--- src/rtl/uart_arb_pkg.sv ---
// Shared types and defaults for the UART transmit arbiter.
package uart_arb_pkg;

  typedef enum logic [1:0] {
    IDLE = 2'd0,
    TAG  = 2'd1,
    DATA = 2'd2
  } arb_state_e;

  localparam logic [7:0] TAG_BASE_DEFAULT = 8'hA0;

endpackage

--- src/rtl/rr_arbiter.sv ---
// Combinational round-robin pick: first requester at or after ptr_i, cyclically.
module rr_arbiter #(
  parameter int unsigned NUM_REQ = 4
) (
  input  logic [NUM_REQ-1:0]         req_i,
  input  logic [$clog2(NUM_REQ)-1:0] ptr_i,
  output logic [NUM_REQ-1:0]         gnt_o,
  output logic [$clog2(NUM_REQ)-1:0] idx_o
);

  localparam int unsigned IW = $clog2(NUM_REQ);

  logic [IW-1:0] cand;
  logic          found;

  always_comb begin
    gnt_o = '0;
    idx_o = '0;
    found = 1'b0;
    cand  = '0;
    for (int unsigned i = 0; i < NUM_REQ; i++) begin
      cand = IW'((32'(ptr_i) + i) % NUM_REQ);
      if (!found && req_i[cand]) begin
        found        = 1'b1;
        gnt_o[cand]  = 1'b1;
        idx_o        = cand;
      end
    end
  end

endmodule

--- src/rtl/uart_tx_arbiter.sv ---
// Shares one UART transmitter between NUM_REQ byte sources; each grant sends
// a channel tag byte followed by up to MAX_BURST data bytes.
module uart_tx_arbiter
  import uart_arb_pkg::*;
#(
  parameter int unsigned NUM_REQ       = 4,
  parameter int unsigned MAX_BURST     = 16,
  parameter logic [7:0]  TAG_BASE      = TAG_BASE_DEFAULT,
  parameter int unsigned STALL_TIMEOUT = 1024
) (
  input  logic                   clk,
  input  logic                   rst,
  input  logic [NUM_REQ-1:0]     req_valid,
  input  logic [8*NUM_REQ-1:0]   req_data,
  input  logic [NUM_REQ-1:0]     req_last,
  output logic [NUM_REQ-1:0]     req_ready,
  input  logic                   uart_tx_free,
  output logic                   uart_transmit,
  output logic [7:0]             uart_tx_byte,
  output logic [NUM_REQ-1:0]     grant,
  output logic                   busy
);

  localparam int unsigned IW = $clog2(NUM_REQ);
  localparam int unsigned BW = $clog2(MAX_BURST) + 1;
  localparam int unsigned SW = $clog2(STALL_TIMEOUT);
  localparam logic [BW-1:0] BURST_LAST = BW'(MAX_BURST - 1);
  localparam logic [SW-1:0] STALL_LAST = SW'(STALL_TIMEOUT - 1);

  arb_state_e         state_q;
  logic [NUM_REQ-1:0] grant_q;
  logic [IW-1:0]      gidx_q;
  logic [IW-1:0]      rr_ptr_q;
  logic [IW-1:0]      rr_ptr_d;
  logic               hold_q;
  logic [BW-1:0]      burst_cnt_q;
  logic [SW-1:0]      stall_cnt_q;

  logic [NUM_REQ-1:0] arb_gnt;
  logic [IW-1:0]      arb_idx;
  logic               sel_valid;
  logic               sel_last;
  logic [7:0]         sel_data;
  logic               send_ok;
  logic               strobe_tag;
  logic               strobe_data;

  rr_arbiter #(
    .NUM_REQ (NUM_REQ)
  ) u_rr (
    .req_i (req_valid),
    .ptr_i (rr_ptr_q),
    .gnt_o (arb_gnt),
    .idx_o (arb_idx)
  );

  always_comb begin
    sel_valid = 1'b0;
    sel_last  = 1'b0;
    sel_data  = '0;
    for (int unsigned i = 0; i < NUM_REQ; i++) begin
      if (grant_q[i]) begin
        sel_valid = req_valid[i];
        sel_last  = req_last[i];
        sel_data  = req_data[8*i +: 8];
      end
    end
  end

  // hold_q covers the cycle before the UART has had a chance to drop tx_free.
  always_comb begin
    send_ok       = uart_tx_free && !hold_q;
    strobe_tag    = (state_q == TAG) && send_ok;
    strobe_data   = (state_q == DATA) && send_ok && sel_valid;
    uart_transmit = strobe_tag || strobe_data;
    uart_tx_byte  = '0;
    if (strobe_tag) begin
      uart_tx_byte = TAG_BASE + 8'(gidx_q);
    end else if (strobe_data) begin
      uart_tx_byte = sel_data;
    end
    req_ready = strobe_data ? grant_q : '0;
    grant     = grant_q;
    busy      = (state_q != IDLE);
    rr_ptr_d  = (gidx_q == IW'(NUM_REQ - 1)) ? '0 : gidx_q + 1'b1;
  end

  always_ff @(posedge clk) begin
    if (rst) begin
      state_q     <= IDLE;
      grant_q     <= '0;
      gidx_q      <= '0;
      rr_ptr_q    <= '0;
      hold_q      <= 1'b0;
      burst_cnt_q <= '0;
      stall_cnt_q <= '0;
    end else begin
      hold_q <= uart_transmit;
      case (state_q)
        IDLE: begin
          if (|req_valid) begin
            grant_q     <= arb_gnt;
            gidx_q      <= arb_idx;
            burst_cnt_q <= '0;
            stall_cnt_q <= '0;
            state_q     <= TAG;
          end
        end
        TAG: begin
          if (send_ok) begin
            state_q <= DATA;
          end
        end
        DATA: begin
          if (strobe_data) begin
            burst_cnt_q <= burst_cnt_q + 1'b1;
            stall_cnt_q <= '0;
            if (sel_last || burst_cnt_q == BURST_LAST) begin
              state_q  <= IDLE;
              grant_q  <= '0;
              rr_ptr_q <= rr_ptr_d;
            end
          end else if (!sel_valid) begin
            if (stall_cnt_q == STALL_LAST) begin
              state_q  <= IDLE;
              grant_q  <= '0;
              rr_ptr_q <= rr_ptr_d;
            end else begin
              stall_cnt_q <= stall_cnt_q + 1'b1;
            end
          end
        end
        default: state_q <= IDLE;
      endcase
    end
  end

endmodule

--- config.mk ---
export PLATFORM = sky130hd
export DESIGN_NAME = uart_tx_arbiter
export DESIGN_NICKNAME = d
export VERILOG_FILES = /design/src/rtl/uart_arb_pkg.sv /design/src/rtl/rr_arbiter.sv /design/src/rtl/uart_tx_arbiter.sv
export SDC_FILE = /design/constraint.sdc
export NUM_CORES = 1
export LEC_CHECK = 0
export BUFFER_PORTS_ARGS = -buffer_cell sky130_fd_sc_hd__buf_2
export CORE_MARGIN = 5
export CORE_UTILIZATION = 45
export DETAILED_ROUTE_END_ITERATION = 8
export PLACE_DENSITY = 0.71
export SLEW_MARGIN = 5
export SYNTH_ARGS = -nofsm -noshare
export SYNTH_HDL_FRONTEND = slang
export SYNTH_HIERARCHICAL = 1
export SYNTH_SLANG_ARGS = --single-unit
export TNS_END_PERCENT = 1
--- constraint.sdc ---
create_clock -name clk -period 5.1 [get_ports clk]
set_input_delay 0.255 -clock clk [delete_from_list [all_inputs] [get_ports clk]]
set_output_delay 0.255 -clock clk [all_outputs]
set_load 0.05 [all_outputs]
==> flow_metrics.env, run 1 <==
export IMPL_ys_async_sr_fraction_pct=0
export IMPL_cp_startpoint="grant[3]"
export IMPL_r2r_slack_ps=2440
export IMPL_portBuffers=60
export IMPL_critPathRequiredTime_ps=4850
export IMPL_cts_buffers=3
export IMPL_syn_num_nets=329
export IMPL_crit_path_max_incr_delay_ps=840
export IMPL_place_congestion=0.839
export IMPL_fin_skew_ps=6.25
export IMPL_wl_um=5720
export IMPL_vias=2254
export IMPL_post_route_util_pct=53.4
export IMPL_die_area_um2=6280
export IMPL_grt_pass1_wl_um=9660
export IMPL_via_per_inst=5.99
export IMPL_timing_final_ws_setup_ps=2200
export IMPL_slew_viol_final=0
export IMPL_die_x_um=79.2
export IMPL_internal_power_uw=425
export IMPL_p_sw_share_pct=39.6
export IMPL_grt_pass1_vias=2091
export IMPL_nNetsFinal=375
export IMPL_start_util_pct=45.9
export IMPL_cts_setup_buffers=0
export IMPL_grt_max_degree=28
export IMPL_use_met3_pct=3.17
export IMPL_critPathArrivalTime_ps=2640
export IMPL_use_met2_pct=31.5
export IMPL_dp_hpwl_um=4190
export IMPL_cts_sinks=26
export IMPL_stdcell_area_um2=2510
export IMPL_worstSkewPairLatency_ps=270
export IMPL_rr_startpoint="grant[2]"
export IMPL_gr_usage_met1_pct=23.9
export IMPL_cap_violations=0
export IMPL_ys_ff_latch=26
export IMPL_ios=61
export IMPL_end_kind="primary output"
export IMPL_slowest_stage="dfxtp_1"
export IMPL_ant_nets=0
export IMPL_grtUsageTotal_pct=18.4
export IMPL_areaGrowthSynthToFinish_pct=16.3
export IMPL_syn_area_um2=2160
export IMPL_die_height_um=79.2
export IMPL_fin_crit_sh_pct=56.8
export IMPL_tightest_slew_ps=830
export IMPL_cts_root_buf="clkbuf_8"
export IMPL_clk_pin_slew_ps=90
export IMPL_fmax_mhz=345
export IMPL_layout_commonest_cell="buf_2"
export IMPL_power_density_nw_per_um2=281
export IMPL_grt_antenna_before_repair=0
export IMPL_post_drt_wl_per_cell_um=15.2
export IMPL_outcome="complete, no violations"
export IMPL_num_antenna_cells=0
export IMPL_setup_tns_ps=0
export IMPL_yosys_warnings=6
export IMPL_cts_buffer_depth=2
export IMPL_hold_buffers=0
export IMPL_drc=0
export IMPL_relSlewSlack_pct=43.9
export IMPL_ir_drop_mv=0.163
export IMPL_synth_cell_types=56
export IMPL_reg2reg_depth=6
export IMPL_fin_crit_ps=2900
export IMPL_cts_repair_resize_count=0
export IMPL_final_cell_mix="buf_2, a21oi_1, dfxtp_1"
export IMPL_avgSynthCellArea_um2=7.78
export IMPL_yosysSeqAreaShare_pct=24.1
export IMPL_netSwitchingPower_uw=279
export IMPL_syn_inst=277
export IMPL_final_setup_viol_count=0
export IMPL_drtPass1Iterations=4
export IMPL_num_rows=25
export IMPL_seqPwrFrac_pct=34.3
export IMPL_combPwrFrac_pct=41.3
export IMPL_crit_type="register to primary output"
export IMPL_post_place_ws_ps=2470
export IMPL_hold_violations=0
export IMPL_crit_path_max_fanout=25
export IMPL_drt_iter0_drc=134
export IMPL_power_share_clock_pct=24.4
export IMPL_cts_tree="yes"
export IMPL_hold_ws_ps=424
export IMPL_rsz0062_at_grt="false"
export IMPL_endpoint="uart_tx_byte[1]"
export IMPL_power_leakage_nw=0.990
export IMPL_overflow=0
export IMPL_htree_levels=1
export IMPL_placed_area_um2=2430
export IMPL_hp_class="input port to register"
export IMPL_r2r_end="stall_cnt_q[3]"
export IMPL_drive_gt1_share_pct=24.5
export IMPL_core_um2=4690
export IMPL_synth_edf_count=0
export IMPL_grt_busiest_layer="met2"
export IMPL_synthFlopType="dfxtp_1"
export IMPL_worstPathCellList="nand2_1 -> o21ai_1 -> nand3_1 -> o22ai_1 -> buf_2"
export IMPL_crit_path_start_kind="register"
## worst min-delay path by stage
stage                               from        endpoint  slack (ps)  cells after the start
after floorplan                gidx_q[1]       gidx_q[1]         450                      2
final                                rst  burst_cnt_q[4]         420                      2
after CTS                            rst  burst_cnt_q[4]         430                      2
after global routing                 rst  burst_cnt_q[4]         440                      2
after global placement    burst_cnt_q[4]  burst_cnt_q[4]         480                      2
after detailed placement       gidx_q[1]       gidx_q[1]         490                      2
## cell usage after synthesis, types with 2 or more instances
| library cell | count | area share [%] |
|---|---|---|
| buf_1 | 2 | 0.35 |
| clkbuf_1 | 10 | 1.7 |
| xor2_1 | 2 | 0.81 |
| and3_1 | 7 | 2.0 |
| nand2_1 | 16 | 2.8 |
| a41oi_1 | 5 | 2.0 |
| nand2b_1 | 8 | 2.3 |
| inv_1 | 7 | 1.2 |
| dfxtp_1 | 26 | 24 |
| buf_2 | 5 | 1.2 |
| a211oi_1 | 3 | 1.0 |
| nor2b_1 | 13 | 3.8 |
| mux2i_1 | 2 | 0.93 |
| and2_1 | 4 | 1.2 |
| o21a_1 | 2 | 0.70 |
| o21ai_1 | 10 | 2.3 |
| a221oi_1 | 8 | 3.3 |
| o22ai_1 | 3 | 0.87 |
| ha_1 | 9 | 5.2 |
| a31oi_1 | 3 | 0.87 |
| nand4_1 | 6 | 1.7 |
| nand3_1 | 9 | 2.1 |
| mux4_2 | 3 | 3.1 |
| o21ai_0 | 8 | 1.9 |
| a22oi_1 | 9 | 3.1 |
| or3_1 | 2 | 0.58 |
| a21oi_1 | 31 | 7.2 |
| nor3_1 | 16 | 3.7 |
| a221oi_2 | 2 | 1.4 |
| nor2_1 | 17 | 3.0 |
| or4_1 | 2 | 0.70 |
| o31ai_1 | 2 | 0.70 |
| or2_2 | 2 | 0.58 |
## routing by layer
layer	vias up	wire, um
li1	1145	-
met1	1034	2620
met2	69	2690
met3	6	366
met4	0	48
met5	-	0
## cells by family (layout without fill, tap and decap cells)
| family | after synthesis | after routing | share of synthesized area, % |
|---|---|---|---|
| and+or+nand+nor | 110 | 110 | 28.7 |
| AOI/OAI and AO/OA | 97 | 97 | 30.4 |
| buffers and inverters | 27 | 72 | 5.51 |
| DFF | 26 | 26 | 24.1 |
| adders and majority gates | 9 | 9 | 5.22 |
| muxes | 6 | 6 | 5.28 |
| xor gates and xnor gates | 2 | 2 | 0.813 |
## critical path: cells and delay by family, from the launching register on
family	cells	cell delay [ps]
DFF	1	840
buffers and inverters	1	310
and+or+nand+nor	2	670
AOI/OAI and AO/OA	2	560
## registers in the layout, indices dropped and copies added (netlist names)
signal / flops
stall_cnt_q: 10
gidx_q: 2
burst_cnt_q: 5
hold_q: 1
state_q: 2
grant: 4
rr_ptr_q: 2
## final cells by class
type / count / area [um2]
fillers: 455 / 2190
multi-input cells: 224 / 1520
flip-flops and latches: 26 / 520
repair buffers: 60 / 300
well taps: 54 / 67.6
clock buffers: 3 / 41.3
clock inverters: 1 / 30.0
inverters: 8 / 30.0
## metrics by stage
| stage | std cells | total power, mW |
|---|---|---|
| floorplan | 277 | 0.468 |
| global placement | 372 | 0.533 |
| detailed placement | 372 | 0.536 |
| CTS | 376 | 0.710 |
| global route | 376 | 0.755 |
| finish | 376 | 0.703 |
## power groups by stage
stage | clock network, mW | registers [mW] | logic [mW]
after floorplan | 0 | 0.248 | 0.219
after global placement | 0 | 0.245 | 0.289
after detailed placement | 0 | 0.246 | 0.290
after CTS | 0.176 | 0.241 | 0.292
after global routing | 0.187 | 0.245 | 0.323
final | 0.171 | 0.241 | 0.291
Power figures use the tool's default switching activity.
==> run 2, diff against run 1 <==
--- a/config.mk
+++ b/config.mk
@@ -9,7 +9,7 @@
 export CORE_MARGIN = 5
 export CORE_UTILIZATION = 45
 export DETAILED_ROUTE_END_ITERATION = 8
-export PLACE_DENSITY = 0.71
+export PLACE_DENSITY = 0.73
 export SLEW_MARGIN = 5
 export SYNTH_ARGS = -nofsm -noshare
 export SYNTH_HDL_FRONTEND = slang
==> constraint.sdc (replaced) <==
create_clock -name clk -period 2.65 [get_ports clk]
set_input_delay 0.1325 -clock clk [delete_from_list [all_inputs] [get_ports clk]]
set_output_delay 0.1325 -clock clk [all_outputs]
set_load 0.05 [all_outputs]
==> run 2 against run 1 <==
- worst hold slack worse by 130 ps
- combinational power increased by 100%
- setup slack lost 1900 ps
- clock power rose by 55%
- register-to-register slack got worse by 2000 ps
- total power increased by 87%
- sequential cell count stayed put
- final cell count rose by 1.9%
- sequential power grew 90%
- global-route usage up 0.91 points
- critical path depth stayed put
==> flow_metrics.env, run 2 (synthesized netlist as in run 1, its figures left out) <==
export IMPL_post_drt_wl_per_cell_um=15.7
export IMPL_critPathArrivalTime_ps=2260
export IMPL_timing_final_ws_setup_ps=257
export IMPL_portBuffers=60
export IMPL_crit_type="register to primary output"
export IMPL_cts_repair_resize_count=0
export IMPL_grtUsageTotal_pct=19.4
export IMPL_post_place_ws_ps=485
export IMPL_ant_nets=0
export IMPL_place_congestion=0.891
export IMPL_cts_setup_buffers=0
export IMPL_cts_root_buf="clkbuf_8"
export IMPL_grt_antenna_before_repair=0
export IMPL_die_area_um2=6280
export IMPL_dp_hpwl_um=4470
export IMPL_fmax_mhz=418
export IMPL_reg2reg_depth=6
export IMPL_drc=0
export IMPL_stdcell_area_um2=2540
export IMPL_hp_class="input port to register"
export IMPL_fin_skew_ps=3.36
export IMPL_fin_crit_sh_pct=90.3
export IMPL_endpoint="req_ready[1]"
export IMPL_cts_tree="yes"
export IMPL_largest_register="stall_cnt_q"
export IMPL_vias=2311
export IMPL_power_leakage_nw=1.02
export IMPL_wl_um=6030
export IMPL_power_density_nw_per_um2=517
export IMPL_cts_buffers=3
export IMPL_grt_max_degree=28
export IMPL_ios=61
export IMPL_rr_startpoint="grant[1]"
export IMPL_r2r_end="rr_ptr_q[0]"
export IMPL_final_cell_mix="buf_2, a21oi_1, dfxtp_1"
export IMPL_slew_viol_final=0
export IMPL_r2r_slack_ps=430
export IMPL_final_setup_viol_count=0
export IMPL_htree_levels=1
export IMPL_outcome="complete, no violations"
export IMPL_crit_path_start_kind="register"
export IMPL_num_rows=25
export IMPL_areaGrowthSynthToFinish_pct=17.9
export IMPL_cts_sinks=26
export IMPL_cap_violations=0
export IMPL_core_um2=4690
export IMPL_crit_path_max_fanout=17
export IMPL_clk_pin_slew_ps=90
export IMPL_die_x_um=79.2
export IMPL_drive_gt1_share_pct=26.1
export IMPL_relSlewSlack_pct=63.3
export IMPL_fin_crit_ps=2390
export IMPL_rsz0062_at_grt="false"
export IMPL_end_kind="primary output"
export IMPL_drt_iter0_drc=172
export IMPL_placed_area_um2=2490
export IMPL_start_util_pct=45.9
export IMPL_ir_drop_mv=0.447
export IMPL_grt_pass1_wl_um=9920
export IMPL_via_per_inst=6.03
export IMPL_post_route_util_pct=54.2
export IMPL_hold_buffers=0
export IMPL_largest_reg_flops=10
export IMPL_overflow=0
export IMPL_cts_buffer_depth=2
export IMPL_drtPass1Iterations=4
export IMPL_cp_startpoint="grant[1]"
export IMPL_critPathRequiredTime_ps=2520
export IMPL_nNetsFinal=382
export IMPL_num_antenna_cells=0
export IMPL_worstSkewPairLatency_ps=280
export IMPL_tightest_slew_ps=549
export IMPL_grt_pass1_vias=2044
export IMPL_layout_commonest_cell="buf_2"
export IMPL_hold_violations=0
export IMPL_die_height_um=79.2
export IMPL_power_mw=1.32
==> run 2: changes by cell type in the layout (fill, tap and decap cells not counted) <==
cell and change:
clkbuf_8 +1, bufinv_16 -1, buf_4 +7
==> run 2: layer usage <==
metal | part of all wire [%] | global-route usage [%] | vias to the layer above
li1 | - | - | 1157
met1 | 45 | 25.9 | 1054
met2 | 46 | 31.4 | 91
met3 | 7.9 | 4.54 | 9
met4 | 1.3 | 4.81 | 0
met5 | 0 | 0 | -
==> run 2: area by class of cell <==
type                            instances  area [um2]
Sequential cell                        26         520
Fill cell                             445        2150
Tap cell                               54        67.6
Timing Repair Buffer                   67         353
Multi-Input combinational cell        224        1520
Clock buffer                            4        55.1
Inverter                                8        30.0
==> run 2: how the worst min path moves through the flow <==
stage / slack [ps] / startpoint / end / depth (start not counted)
after floorplan: 450 / gidx_q[1] / gidx_q[1] / 2
after global routing: 330 / rst / burst_cnt_q[0] / 2
final: 300 / rst / burst_cnt_q[4] / 2
after detailed placement: 490 / burst_cnt_q[4] / burst_cnt_q[4] / 2
after CTS: 300 / rst / burst_cnt_q[4] / 2
after global placement: 480 / burst_cnt_q[4] / burst_cnt_q[4] / 2
==> run 2: worst max-delay path: stages, from the launching register on <==
cell and delay [ps]:
dfxtp_1 650, a211oi_1 140, o21ai_1 270, and3_1 450, and2_1 200, buf_2 270
==> run 2: power breakdown <==
part | internal (mW) | switching (mW)
logic | 0.213 | 0.379
registers | 0.416 | 0.0420
clock network | 0.133 | 0.132
==> run 2: metrics by stage <==
stage               hold slack (ps)  cells  setup TNS, ps
floorplan                       453    277           -177
global placement                480    379              0
detailed placement              489    379              0
CTS                             302    383              0
global route                    326    383              0
finish                          297    383              0
==> run 3, diff against run 2 <==
--- a/config.mk
+++ b/config.mk
@@ -9,7 +9,7 @@
 export CORE_MARGIN = 5
 export CORE_UTILIZATION = 45
 export DETAILED_ROUTE_END_ITERATION = 8
-export PLACE_DENSITY = 0.73
+export PLACE_DENSITY = 0.71
 export SLEW_MARGIN = 5
 export SYNTH_ARGS = -nofsm -noshare
 export SYNTH_HDL_FRONTEND = slang
==> constraint.sdc (replaced) <==
create_clock -name clk -period 2.7 [get_ports clk]
set_input_delay 0.135 -clock clk [delete_from_list [all_inputs] [get_ports clk]]
set_output_delay 0.135 -clock clk [all_outputs]
set_load 0.05 [all_outputs]
==> run 3 against run 2 <==
- sequential power down 2%
- utilization up 0.29 points
- register-to-register slack better by 30 ps
- final cell count down 0.26%
- total power up 2.3%
- via count down 1.9%
- combinational power down 3%
- clock skew down 1.8 ps
- clock power up 22%
- largest power group unchanged
- sequential share of layout area down 0.11 points
- largest cell class unchanged
- critical path depth unchanged
- routed wire length down 6.6%
==> flow_metrics.env, run 3 (synthesized netlist as in run 1, its figures left out) <==
export IMPL_ios=61
export IMPL_cap_violations=0
export IMPL_dp_hpwl_um=4190
export IMPL_post_place_ws_ps=495
export IMPL_hp_class="input port to register"
export IMPL_areaGrowthSynthToFinish_pct=18.6
export IMPL_die_area_um2=6280
export IMPL_outcome="complete, no violations"
export IMPL_drt_iter0_drc=175
export IMPL_grt_pass1_wl_um=9160
export IMPL_use_met2_pct=29.2
export IMPL_wl_um=5630
export IMPL_crit_type="register to primary output"
export IMPL_grt_antenna_before_repair=0
export IMPL_crit_path_max_fanout=17
export IMPL_via_per_inst=5.94
export IMPL_fmax_mhz=434
export IMPL_clk_pin_slew_ps=90
export IMPL_cts_buffer_depth=2
export IMPL_cp_depth=5
export IMPL_layout_commonest_cell="buf_2"
export IMPL_power_mw=1.35
export IMPL_nNetsFinal=381
export IMPL_worstPathCellList="a211oi_1 -> o21ai_1 -> nand3_2 -> o21ai_0 -> buf_2"
export IMPL_grt_max_degree=28
export IMPL_power_share_clock_pct=24.1
export IMPL_crit_family="flip-flops"
export IMPL_fin_crit_ps=2300
export IMPL_power_density_nw_per_um2=527
export IMPL_final_setup_viol_count=0
export IMPL_end_kind="primary output"
export IMPL_cts_sinks=26
export IMPL_cts_root_buf="clkbuf_8"
export IMPL_num_rows=25
export IMPL_fin_skew_ps=1.55
export IMPL_crit_buf_inv=1
export IMPL_hold_violations=0
export IMPL_grtUsageTotal_pct=17.9
export IMPL_p_sw_share_pct=39.4
export IMPL_ant_nets=0
export IMPL_grt_busiest_layer="met2"
export IMPL_r2r_slack_ps=460
export IMPL_power_leakage_nw=1.02
export IMPL_num_antenna_cells=0
export IMPL_rr_startpoint="rr_ptr_q[1]"
export IMPL_htree_levels=1
export IMPL_relSlewSlack_pct=62.4
export IMPL_final_cell_mix="buf_2, a21oi_1, dfxtp_1"
export IMPL_grt_pass1_vias=2007
export IMPL_reg2reg_depth=9
export IMPL_die_x_um=79.2
export IMPL_timing_final_ws_setup_ps=396
export IMPL_cts_buffers=3
export IMPL_endpoint="uart_tx_byte[5]"
export IMPL_crit_path_max_incr_delay_ps=640
export IMPL_cp_startpoint="grant[1]"
export IMPL_critPathArrivalTime_ps=2170
export IMPL_overflow=0
export IMPL_worstSkewPairLatency_ps=270
export IMPL_start_util_pct=45.9
export IMPL_largest_register="stall_cnt_q"
export IMPL_core_um2=4690
export IMPL_cts_tree="yes"
export IMPL_vias=2268
export IMPL_use_met3_pct=3.63
export IMPL_slowest_stage="dfxtp_1"
export IMPL_drtPass1Iterations=4
export IMPL_r2r_end="gidx_q[1]"
export IMPL_cts_setup_buffers=0
export IMPL_gr_usage_met1_pct=23.6
export IMPL_rsz0062_at_grt="false"
export IMPL_hold_buffers=0
export IMPL_ir_drop_mv=0.390
export IMPL_tightest_slew_ps=563
export IMPL_slew_viol_final=0
export IMPL_netSwitchingPower_uw=530
export IMPL_internal_power_uw=816
export IMPL_die_height_um=79.2
export IMPL_drive_gt1_share_pct=26.2
export IMPL_drc=0
export IMPL_largest_reg_flops=10
export IMPL_fin_crit_sh_pct=85.3
export IMPL_post_drt_wl_per_cell_um=14.7
export IMPL_portBuffers=60
export IMPL_critPathRequiredTime_ps=2570
export IMPL_crit_path_start_kind="register"
export IMPL_seqPwrFrac_pct=33.3
export IMPL_combPwrFrac_pct=42.6
export IMPL_place_congestion=0.843
## run 3: cell count changes in the layout (fill, tap and decap cells not counted)
cell / delta
clkbuf_8: -1
nand3_1: -1
buf_4: -1
nand3_2: +1
bufinv_16: +1
## run 3: layer usage
metal  vias up  wire length [um]  part of all wire, %
met5         -                 0                    0
li1       1157                 -                    -
met2        83              2530                   45
met4         0               106                  1.9
met3        10               417                  7.4
met1      1018              2580                   46
## run 3: worst reg2reg max path, stage by stage, from the launching register on
cell	delay, ps
dfxtp_1	330
inv_1	90
ha_1	410
mux4_2	470
nor2b_4	220
o21ai_1	90
and3_1	180
o22ai_1	180
nand2_1	70
a21oi_1	120
## run 3: how the worst min path moves through the flow
stage,startpoint,endpoint,cells after the start
after detailed placement,grant[3],grant[3],2
after floorplan,gidx_q[1],gidx_q[1],2
final,rst,burst_cnt_q[4],2
after CTS,rst,burst_cnt_q[4],2
after global routing,rst,burst_cnt_q[4],2
after global placement,burst_cnt_q[4],burst_cnt_q[4],2
## run 3: power groups by stage
stage	registers (mW)	clock network, mW	logic, mW
after floorplan	0.469	0	0.414
after global placement	0.456	0	0.568
after detailed placement	0.456	0	0.569
after CTS	0.447	0.335	0.572
after global routing	0.454	0.351	0.630
final	0.448	0.324	0.574
## run 3: area by class of cell
| type | instances | area, um2 |
|---|---|---|
| well taps | 54 | 67.6 |
| clock inverters | 1 | 30.0 |
| multi-input cells | 224 | 1520 |
| inverters | 8 | 30.0 |
| flip-flops and latches | 26 | 520 |
| repair buffers | 66 | 345 |
| fillers | 460 | 2140 |
| clock buffers | 3 | 41.3 |
## run 3: repair_timing
action,4_1_cts,5_1_grt
endpoints found under the hold margin,0,0
resized for setup,0,1
setup endpoints to repair,0,5
## run 3: metrics by stage
step / util (%) / cells / hold WS (ps) / instance area, um2 / setup TNS, ps
after floorplan: - / 277 / 453 / 2160 / -82.0
after global placement: 52.9 / 378 / 479 / 2480 / 0
after detailed placement: 52.9 / 378 / 485 / 2480 / 0
after CTS: 54.4 / 382 / 300 / 2550 / 0
after global routing: 54.5 / 382 / 327 / 2560 / 0
final: 54.5 / 382 / 314 / 2560 / 0
